--- config.mk ---
export PLATFORM = sky130hd
export DESIGN_NAME = mdu_issue_ctrl
export DESIGN_NICKNAME = d
export VERILOG_FILES = /design/src/rtl/mdu_issue_ctrl_pkg.sv /design/src/rtl/mdu_issue_ctrl_op_class.sv /design/src/rtl/mdu_issue_ctrl.sv
export SDC_FILE = /design/constraint.sdc
export NUM_CORES = 1
export LEC_CHECK = 0
export ABC_AREA = 0
export CAP_MARGIN = 10
export CORE_MARGIN = 5
export CORE_UTILIZATION = 49
export CTS_CLUSTER_SIZE = 8
export DETAILED_ROUTE_END_ITERATION = 12
export PLACE_DENSITY = 0.86
export REMOVE_ABC_BUFFERS = 1
export SETUP_SLACK_MARGIN = 0.02
export SLEW_MARGIN = 20
export SYNTH_ARGS = -nofsm -noshare
export SYNTH_HDL_FRONTEND = slang
export SYNTH_HIERARCHICAL = 1
export SYNTH_SLANG_ARGS = --single-unit
--- constraint.sdc ---
create_clock -name clk -period 2.3 [get_ports clk]
set_input_delay 0.46 -clock clk [delete_from_list [all_inputs] [get_ports clk]]
set_output_delay 0.46 -clock clk [all_outputs]
set_load 0.03 [all_outputs]
--- src/rtl/mdu_issue_ctrl_pkg.sv ---
// Shared MDU op codes, FSM state encoding and widths for the MDU issue controller.
package mdu_issue_ctrl_pkg;

    localparam int unsigned OP_W = 4;

    typedef enum logic [OP_W-1:0] {
        MDU_NONE  = 4'd0,
        MDU_MULT  = 4'd1,
        MDU_MULTU = 4'd2,
        MDU_DIV   = 4'd3,
        MDU_DIVU  = 4'd4,
        MDU_MTHI  = 4'd5,
        MDU_MTLO  = 4'd6,
        MDU_MFHI  = 4'd7,
        MDU_MFLO  = 4'd8,
        MDU_MADDU = 4'd9
    } mdu_op_e;

    typedef enum logic {
        S_IDLE = 1'b0,
        S_BUSY = 1'b1
    } state_e;

endpackage

--- src/rtl/mdu_issue_ctrl_op_class.sv ---
// mdu_op_class: combinational classifier of an MDU op code.
// Ports:
//   op_i        decoded MDU op (codes above MADDU behave as NONE)
//   is_long_o   multi-cycle op (mult/multu/maddu/div/divu)
//   is_write_o  op writes HI/LO (long ops plus MTHI/MTLO)
//   is_read_o   op reads HI/LO (MFHI/MFLO)
//   latency_o   busy cycles for a long op, 0 otherwise
module mdu_op_class
    import mdu_issue_ctrl_pkg::*;
#(
    parameter int unsigned MULT_CYCLES = 5,
    parameter int unsigned DIV_CYCLES  = 10,
    parameter int unsigned CNT_W       = 5
) (
    input  logic [OP_W-1:0]  op_i,
    output logic             is_long_o,
    output logic             is_write_o,
    output logic             is_read_o,
    output logic [CNT_W-1:0] latency_o
);

    always_comb begin
        is_long_o  = 1'b0;
        is_write_o = 1'b0;
        is_read_o  = 1'b0;
        latency_o  = '0;
        case (op_i)
            OP_W'(MDU_MULT), OP_W'(MDU_MULTU), OP_W'(MDU_MADDU): begin
                is_long_o  = 1'b1;
                is_write_o = 1'b1;
                latency_o  = CNT_W'(MULT_CYCLES);
            end
            OP_W'(MDU_DIV), OP_W'(MDU_DIVU): begin
                is_long_o  = 1'b1;
                is_write_o = 1'b1;
                latency_o  = CNT_W'(DIV_CYCLES);
            end
            OP_W'(MDU_MTHI), OP_W'(MDU_MTLO): is_write_o = 1'b1;
            OP_W'(MDU_MFHI), OP_W'(MDU_MFLO): is_read_o  = 1'b1;
            default: ;
        endcase
    end

endmodule

--- src/rtl/mdu_issue_ctrl.sv ---
// mdu_issue_ctrl: issue-side MDU controller. Gates the E-stage op onto the
// MDU enable/op pair, tracks the busy countdown of long ops and stalls D
// while any MDU-class instruction would collide with an op in flight.
// Ports:
//   clk, rst          clock, asynchronous active-high reset
//   d_valid, d_op     D-stage instruction valid / MDU op
//   e_valid, e_op     E-stage instruction valid / MDU op
//   flush             kills the E-stage instruction this cycle
//   enMDU, rdMDU      write-class / read-class issue (comb)
//   MDUOp             op forwarded to the MDU, NONE when not issuing (comb)
//   start             long op launched this cycle (comb)
//   busy, remain      long op in flight / cycles left (registered)
//   stall_d           freeze PC/D, bubble into E (comb)
//   stall_cnt         saturating count of stall_d cycles (registered)
module mdu_issue_ctrl
    import mdu_issue_ctrl_pkg::*;
#(
    parameter int unsigned MULT_CYCLES = 5,
    parameter int unsigned DIV_CYCLES  = 10,
    parameter int unsigned CNT_W       = 5
) (
    input  logic             clk,
    input  logic             rst,
    input  logic             d_valid,
    input  logic [3:0]       d_op,
    input  logic             e_valid,
    input  logic [3:0]       e_op,
    input  logic             flush,
    output logic             enMDU,
    output logic             rdMDU,
    output logic [3:0]       MDUOp,
    output logic             start,
    output logic             busy,
    output logic [CNT_W-1:0] remain,
    output logic             stall_d,
    output logic [31:0]      stall_cnt
);

    state_e             state_q, state_d;
    logic [CNT_W-1:0]   remain_q, remain_d;
    logic [31:0]        stall_cnt_q, stall_cnt_d;

    logic               d_long, d_write, d_read;
    logic [CNT_W-1:0]   d_lat;
    logic               e_long, e_write, e_read;
    logic [CNT_W-1:0]   e_lat;
    logic               live;
    logic               unused_d_class;

    mdu_op_class #(
        .MULT_CYCLES (MULT_CYCLES),
        .DIV_CYCLES  (DIV_CYCLES),
        .CNT_W       (CNT_W)
    ) u_d_class (
        .op_i       (d_op),
        .is_long_o  (d_long),
        .is_write_o (d_write),
        .is_read_o  (d_read),
        .latency_o  (d_lat)
    );

    mdu_op_class #(
        .MULT_CYCLES (MULT_CYCLES),
        .DIV_CYCLES  (DIV_CYCLES),
        .CNT_W       (CNT_W)
    ) u_e_class (
        .op_i       (e_op),
        .is_long_o  (e_long),
        .is_write_o (e_write),
        .is_read_o  (e_read),
        .latency_o  (e_lat)
    );

    // D side only needs "is MDU-class"; long/latency are subsumed by write.
    assign unused_d_class = d_long ^ (^d_lat);

    // Issue gate: flush suppresses all issue for this cycle.
    assign live    = e_valid & ~flush;
    assign enMDU   = live & e_write;
    assign rdMDU   = live & e_read;
    assign MDUOp   = (enMDU | rdMDU) ? e_op : OP_W'(MDU_NONE);
    assign start   = live & e_long & (state_q == S_IDLE);
    assign busy    = (state_q == S_BUSY);
    assign remain  = remain_q;
    // Including start lets a D-stage MDU op wait on a launch in this same cycle.
    assign stall_d = d_valid & (d_write | d_read) & (busy | start);
    assign stall_cnt = stall_cnt_q;

    // State, countdown and stall counter registers.
    always_ff @(posedge clk or posedge rst) begin
        if (rst) begin
            state_q     <= S_IDLE;
            remain_q    <= '0;
            stall_cnt_q <= '0;
        end else begin
            state_q     <= state_d;
            remain_q    <= remain_d;
            stall_cnt_q <= stall_cnt_d;
        end
    end

    // Next state: load latency on start, count down to 1, then idle with remain=0.
    always_comb begin
        state_d     = state_q;
        remain_d    = remain_q;
        stall_cnt_d = stall_cnt_q;
        case (state_q)
            S_IDLE: begin
                if (start) begin
                    state_d  = S_BUSY;
                    remain_d = e_lat;
                end
            end
            S_BUSY: begin
                if (remain_q <= CNT_W'(1)) begin
                    state_d  = S_IDLE;
                    remain_d = '0;
                end else begin
                    remain_d = remain_q - CNT_W'(1);
                end
            end
            default: begin
                state_d  = S_IDLE;
                remain_d = '0;
            end
        endcase
        if (stall_d && (stall_cnt_q != 32'hFFFF_FFFF)) begin
            stall_cnt_d = stall_cnt_q + 32'd1;
        end
    end

endmodule

==> results of run 1 <==
[what timing repair did]
action / in CTS / in global routing
buffers inserted: 1 / 2
endpoints found under the setup margin: 39 / 22
pin swaps: 9 / 10
gates resized for setup: 52 / 21
hold endpoints to repair: 0 / 0
[layer usage]
metal	up-vias	part of all wire, %
li1	921	-
met1	932	43
met2	37	52
met3	11	3.6
met4	0	2.0
met5	-	0
[report_power, final]
group	internal, W	switching, W	total, W	leakage, nW
clock network	0.000231	0.000218	0.000449	0.0431
registers	0.000748	0.000116	0.000863	0.513
logic	0.000340	0.000460	0.000800	0.775
[area by class of cell]
class	instances	area, µm²
timing repair buffer	77	706.9
clock buffer	6	82.58
fill	362	1353
sequential	38	950.9
tap	52	65.06
multi-input combinational	164	1200
inverter	7	26.28
[worst max-delay path: stages]
cell             delay [ns]
clkdlybuf4s50_1        0.40
nor2b_2                0.16
and2_1                 0.16
or2_4                  0.26
and2_1                 0.15
buf_4                  0.16
[flip-flops by register name, indices dropped and copies added, names as in the netlist]
register	flops
stall_cnt	32
remain	5
busy	1
[how the worst min path moves through the flow]
stage / slack, ns / endpoint / from / cells after the start
2_1_floorplan: 0.65 / busy$_DFF_PP0_ / rst / 1
3_3_place_gp: 0.48 / stall_cnt[26]$_DFFE_PP0P_ / stall_cnt[26]$_DFFE_PP0P_ / 1
3_5_place_dp: 0.48 / stall_cnt[7]$_DFFE_PP0P_ / stall_cnt[7]$_DFFE_PP0P_ / 1
4_1_cts: 0.49 / stall_cnt[29]$_DFFE_PP0P_ / stall_cnt[29]$_DFFE_PP0P_ / 1
5_1_grt: 0.51 / stall_cnt[29]$_DFFE_PP0P_ / stall_cnt[29]$_DFFE_PP0P_ / 1
6_report: 0.49 / stall_cnt[29]$_DFFE_PP0P_ / stall_cnt[29]$_DFFE_PP0P_ / 1
[through the flow]
stage          setup slack, ns  total power (W)  hold WS, ns
2_1_floorplan           0.2011         0.001313       0.6524
3_3_place_gp           -0.8141         0.001629       0.4780
3_5_place_dp           -0.8457         0.001662       0.4797
4_1_cts                0.02368         0.002119       0.4931
5_1_grt              -0.001921         0.002237       0.5072
6_report               0.08526         0.002113       0.4914
==> impl_metrics.csv, run 1 <==
group,metric,value,unit
min_path,hold_path_class,"reg -> reg",
timing,min_period,2.215,ns
timing,final.setup_skew,0.005497,ns
global_route,gr-max-usage-layer,"met2",
critical_path,crit_path_end,"MDUOp[0]",
placed_design,place_area,2915,µm²
finish,syn_to_final_growth,35.14,%
global_route,first_global_vias,1903,
global_route,use_met2,31.97,%
run_status,status,"finished clean",
global_route,grt_pass1_wl,9.018,mm
global_route,use_met3,4.282,%
die,dieHeight,77.67,µm
cts,cts_hold_buf,0,
cts,cts_max_path_buffers,2,
synthesis,yosysWarnings,6,
timing,fin_crit_sh,96.29,%
finish,final_util,69.15,%
timing,maxSlewHeadroom,51.18,%
finish,final-instance-count-excl-fill,344,
critical_path,r2r-end,"stall_cnt[31]$_DFFE_PP0P_",
detailed_routing,drtIter0Drc,127,
global_route,track_usage,18.48,%
die,rows,24,
die,die_area,6032,µm²
critical_path,regToRegSetupSlack,0.28,ns
die,dieWidth,77.67,µm
critical_path,start_kind,"input pin",
timing,finalSetupViolations,0,
placed_design,io_buffers,58,
placed_design,gp_congestion,0.8378,
detailed_routing,drcViolationCount,0,
timing,tightest_slew,0.7244,ns
flow_run,drv_cap,0,
timing,setup-tns-final,0,ns
finish,drive_gt1_share,21.58,%
cts,cts_buffers,5,
timing,fmax,451.5,MHz
die,start_util,51.17,%
cts,htreeDepth,2,
critical_path,crit_start,"e_valid",
critical_path,ff2ff_path_depth,6,
synthesis,synthCells,220,
power_and_ir_drop,powerDensity,697.1,nW/µm²
synthesis,synth_area,2243,µm²
finish,final_common_cell,"clkdlybuf4s50_1",
timing,report.final.slew_viol_count,0,
critical_path,crit_path_end_kind,"primary output",
finish,final_cell_area,3032,µm²
detailed_routing,routed_wl,5.423,mm
detailed_routing,num_vias,1901,
global_route,grt.overflow.total,0,
global_route,grt_max_degree,39,
global_route,antenna_found_initial,0,
detailed_routing,ant_nets,0,
cts,clock_latency,0.29,ns
critical_path,cp_max_fo,4,
finish,diodes,0,
die,top_level_ports,59,
cts,cts_num_sinks,38,
critical_path,rr_startpoint,"stall_cnt[0]$_DFFE_PP0P_",
critical_path,required,1.84,ns
finish,mostFrequentLayoutCells,"42 x clkdlybuf4s50_1, 38 x dfrtp_1, 25 x xnor2_1",
detailed_routing,avgViaCountPerCell,5.526,
detailed_routing,wl_per_cell,15.76,µm
power_and_ir_drop,p_leak,1.332,nW
cts,cts-root-buf,"clkbuf_8",
cts,cts_tree,"done",
global_route,use_met1,21.85,%
cts,path_clk_slew,0.06,ns
power_and_ir_drop,ir_drop,0.5324,mV
timing,hold_viol,0,
critical_path,cp.arrival,1.75,ns
detailed_routing,drtPass1Iterations,4,
die,core,4384,µm²
synthesis,syn_area_per_cell,10.20,µm²
finish,layout.nets,309,
critical_path,path_class,"in -> out",
placed_design,dpl.hpwl,4.021,mm
placed_design,placed_cells,335,
Note: power is estimated with default switching activity, not from simulation.
==> inputs of run 2 (changes only) <==
CORE_ASPECT_RATIO = 2   (was not set)
clock period = 2.2 ns   (was 2.3 ns; I/O delays follow)
==> run 2 against run 1 <==
Compared with the run above:
- largest cell class unchanged
- clock skew up 0.00079 ns
- sequential power up 3.6%
- critical path depth up 2
- combinational power up 4.6%
- routed wire length down 5.1%
- critical path type unchanged
- design area up 3.1%
- flip-flop and latch count unchanged
- highest routed layer unchanged
- clock-buffer cell count up 1
- utilization up 0.12 points
- final cell count up 3.5%
==> impl_metrics.csv, run 2 (same netlist as run 1, synthesis figures left out) <==
group,metric,value,unit
detailed_routing,dr_wl_met2,2.689,mm
critical_path,cp_max_fo,7,
detailed_routing,wl_per_cell,14.46,µm
power_and_ir_drop,p_int,0.001402,W
critical_path,crit_path_end_kind,"primary output",
global_route,grt_max_degree,39,
finish,syn_to_final_growth,39.26,%
power_and_ir_drop,swShare,37.02,%
critical_path,cp.arrival,1.69,ns
power_and_ir_drop,ir_drop,0.6802,mV
global_route,grt_pass1_wl,8.914,mm
power_and_ir_drop,switchingPower,0.0008243,W
timing,hold_viol,0,
power_and_ir_drop,clkPwrFrac,22.2,%
power_and_ir_drop,p_leak,1.392,nW
global_route,grt.overflow.total,0,
detailed_routing,dr_wl_met3,306,µm
min_path,min_from,"stall_cnt[31]$_DFFE_PP0P_",
timing,tightest_slew,0.6728,ns
cts,cts_max_path_buffers,2,
cts,cts_tree,"done",
die,dieHeight,105.7,µm
power_and_ir_drop,pwr-share-seq,40.1,%
placed_design,dpl.hpwl,3.825,mm
critical_path,required,1.76,ns
min_path,hold_path_end,"stall_cnt[31]$_DFFE_PP0P_",
timing,fin_crit_sh,96.72,%
die,dieWidth,57.85,µm
finish,final-instance-count-excl-fill,356,
cts,clock_latency,0.29,ns
finish,final_util,69.26,%
placed_design,gp_congestion,0.7638,
cts,cts_buffers,5,
detailed_routing,dr.max_layer_used,"met4",
timing,final.setup_skew,0.006284,ns
run_status,status,"finished clean",
finish,num-fill-cells,331,
cts,cts-root-buf,"clkbuf_8",
placed_design,placed_cells,344,
min_path,hold_path_class,"reg -> reg",
detailed_routing,drtIter0Drc,39,
finish,largest_reg_flops,32,
critical_path,start_kind,"input pin",
critical_path,rr_startpoint,"stall_cnt[0]$_DFFE_PP0P_",
detailed_routing,routed_wl,5.146,mm
critical_path,ff2ff_path_depth,7,
die,die_area,6114,µm²
detailed_routing,drtPass1Iterations,4,
timing,setup-tns-final,0,ns
timing,rsz0062_at_grt,"false",
finish,final_common_cell,"clkdlybuf4s50_1",
timing,report.final.slew_viol_count,0,
detailed_routing,met1_length,2.055,mm
die,core,4511,µm²
global_route,track_usage,18.15,%
die,rows,35,
detailed_routing,num_vias,1941,
timing,fmax,470.0,MHz
critical_path,regToRegSetupSlack,0.19,ns
flow_run,drv_cap,0,
placed_design,io_buffers,58,
detailed_routing,ant_nets,0,
global_route,first_global_vias,1973,
cts,cts_num_sinks,38,
finish,diodes,0,
die,top_level_ports,59,
cts,htreeDepth,2,
critical_path,path_class,"in -> out",
finish,layout.nets,316,
timing,finalSetupViolations,0,
detailed_routing,drcViolationCount,0,
finish,mostFrequentLayoutCells,"40 x clkdlybuf4s50_1, 38 x dfrtp_1, 27 x buf_4",
cts,path_clk_slew,0.07,ns
die,start_util,49.74,%
timing,maxSlewHeadroom,54.66,%
power_and_ir_drop,powerDensity,712.6,nW/µm²
finish,drive_gt1_share,24.92,%
detailed_routing,avgViaCountPerCell,5.452,
critical_path,r2r-end,"stall_cnt[6]$_DFFE_PP0P_",
min_path,whs_path_depth,1,
power_and_ir_drop,p_comb_share,37.6,%
timing,min_period,2.128,ns
global_route,antenna_found_initial,0,
==> run 2: through the flow <==
stage	worst slack, ns	hold WS [ns]	total power [W]	cell area [µm²]
2_1_floorplan	0.1411	0.6324	0.001373	2145
3_3_place_gp	-0.8200	0.4777	0.001700	2964
3_5_place_dp	-0.9568	0.4809	0.001730	2964
4_1_cts	0.01619	0.4959	0.002241	3107
5_1_grt	0.01280	0.5046	0.002369	3124
6_report	0.07223	0.4890	0.002226	3124
==> run 2: routing by layer <==
metal / global-route usage, % / vias up
met5: 0 / -
li1: - / 944
met3: 4.289 / 9
met2: 30.99 / 56
met4: 7.794 / 0
met1: 20.95 / 932
==> run 2: layout make-up <==
type / instances / area, µm² / area share [%]
multi-input cells: 164 / 1217 / 38.97
clock inverters: 1 / 5.005 / 0.1602
clock buffers: 7 / 86.33 / 2.763
flip-flops and latches: 38 / 950.9 / 30.44
inverters: 7 / 26.28 / 0.8410
well taps: 55 / 68.82 / 2.203
repair buffers: 84 / 769.5 / 24.63
==> run 2: how the worst max path moves through the flow <==
| stage | startpoint | cells past startpoint | to | slack [ns] |
|---|---|---|---|---|
| detailed placement | e_op[2] | 8 | MDUOp[2] | -0.96 |
| global route | d_op[1] | 8 | stall_d | 0.01 |
| global placement | e_op[2] | 8 | MDUOp[0] | -0.82 |
| finish | e_op[2] | 8 | MDUOp[3] | 0.07 |
| floorplan | e_op[1] | 5 | MDUOp[0] | 0.14 |
| CTS | e_op[1] | 7 | MDUOp[2] | 0.02 |
==> run 2: timing repair <==
item | in CTS | in global routing
gates resized for setup | 63 | 25
setup buffers | 3 | 1
pin swaps | 4 | 12
hold buffers | 0 | 0
endpoints found under the setup margin | 40 | 20
==> run 2: critical path: stages <==
cell and delay [ns]:
buf_4 0.14, buf_6 0.13, a21o_1 0.17, a221oi_2 0.24, and2_4 0.19, or2_4 0.12
and2_1 0.13, buf_6 0.13
==> run 2: power groups by stage <==
| stage | Sequential [W] | Clock (W) | Combinational, W |
|---|---|---|---|
| 6_report | 0.000894 | 0.000495 | 0.000837 |
| 5_1_grt | 0.000910 | 0.000547 | 0.000912 |
| 4_1_cts | 0.000892 | 0.000512 | 0.000837 |
| 3_5_place_dp | 0.000904 | 0 | 0.000826 |
| 3_3_place_gp | 0.000897 | 0 | 0.000803 |
| 2_1_floorplan | 0.00106 | 0 | 0.000308 |
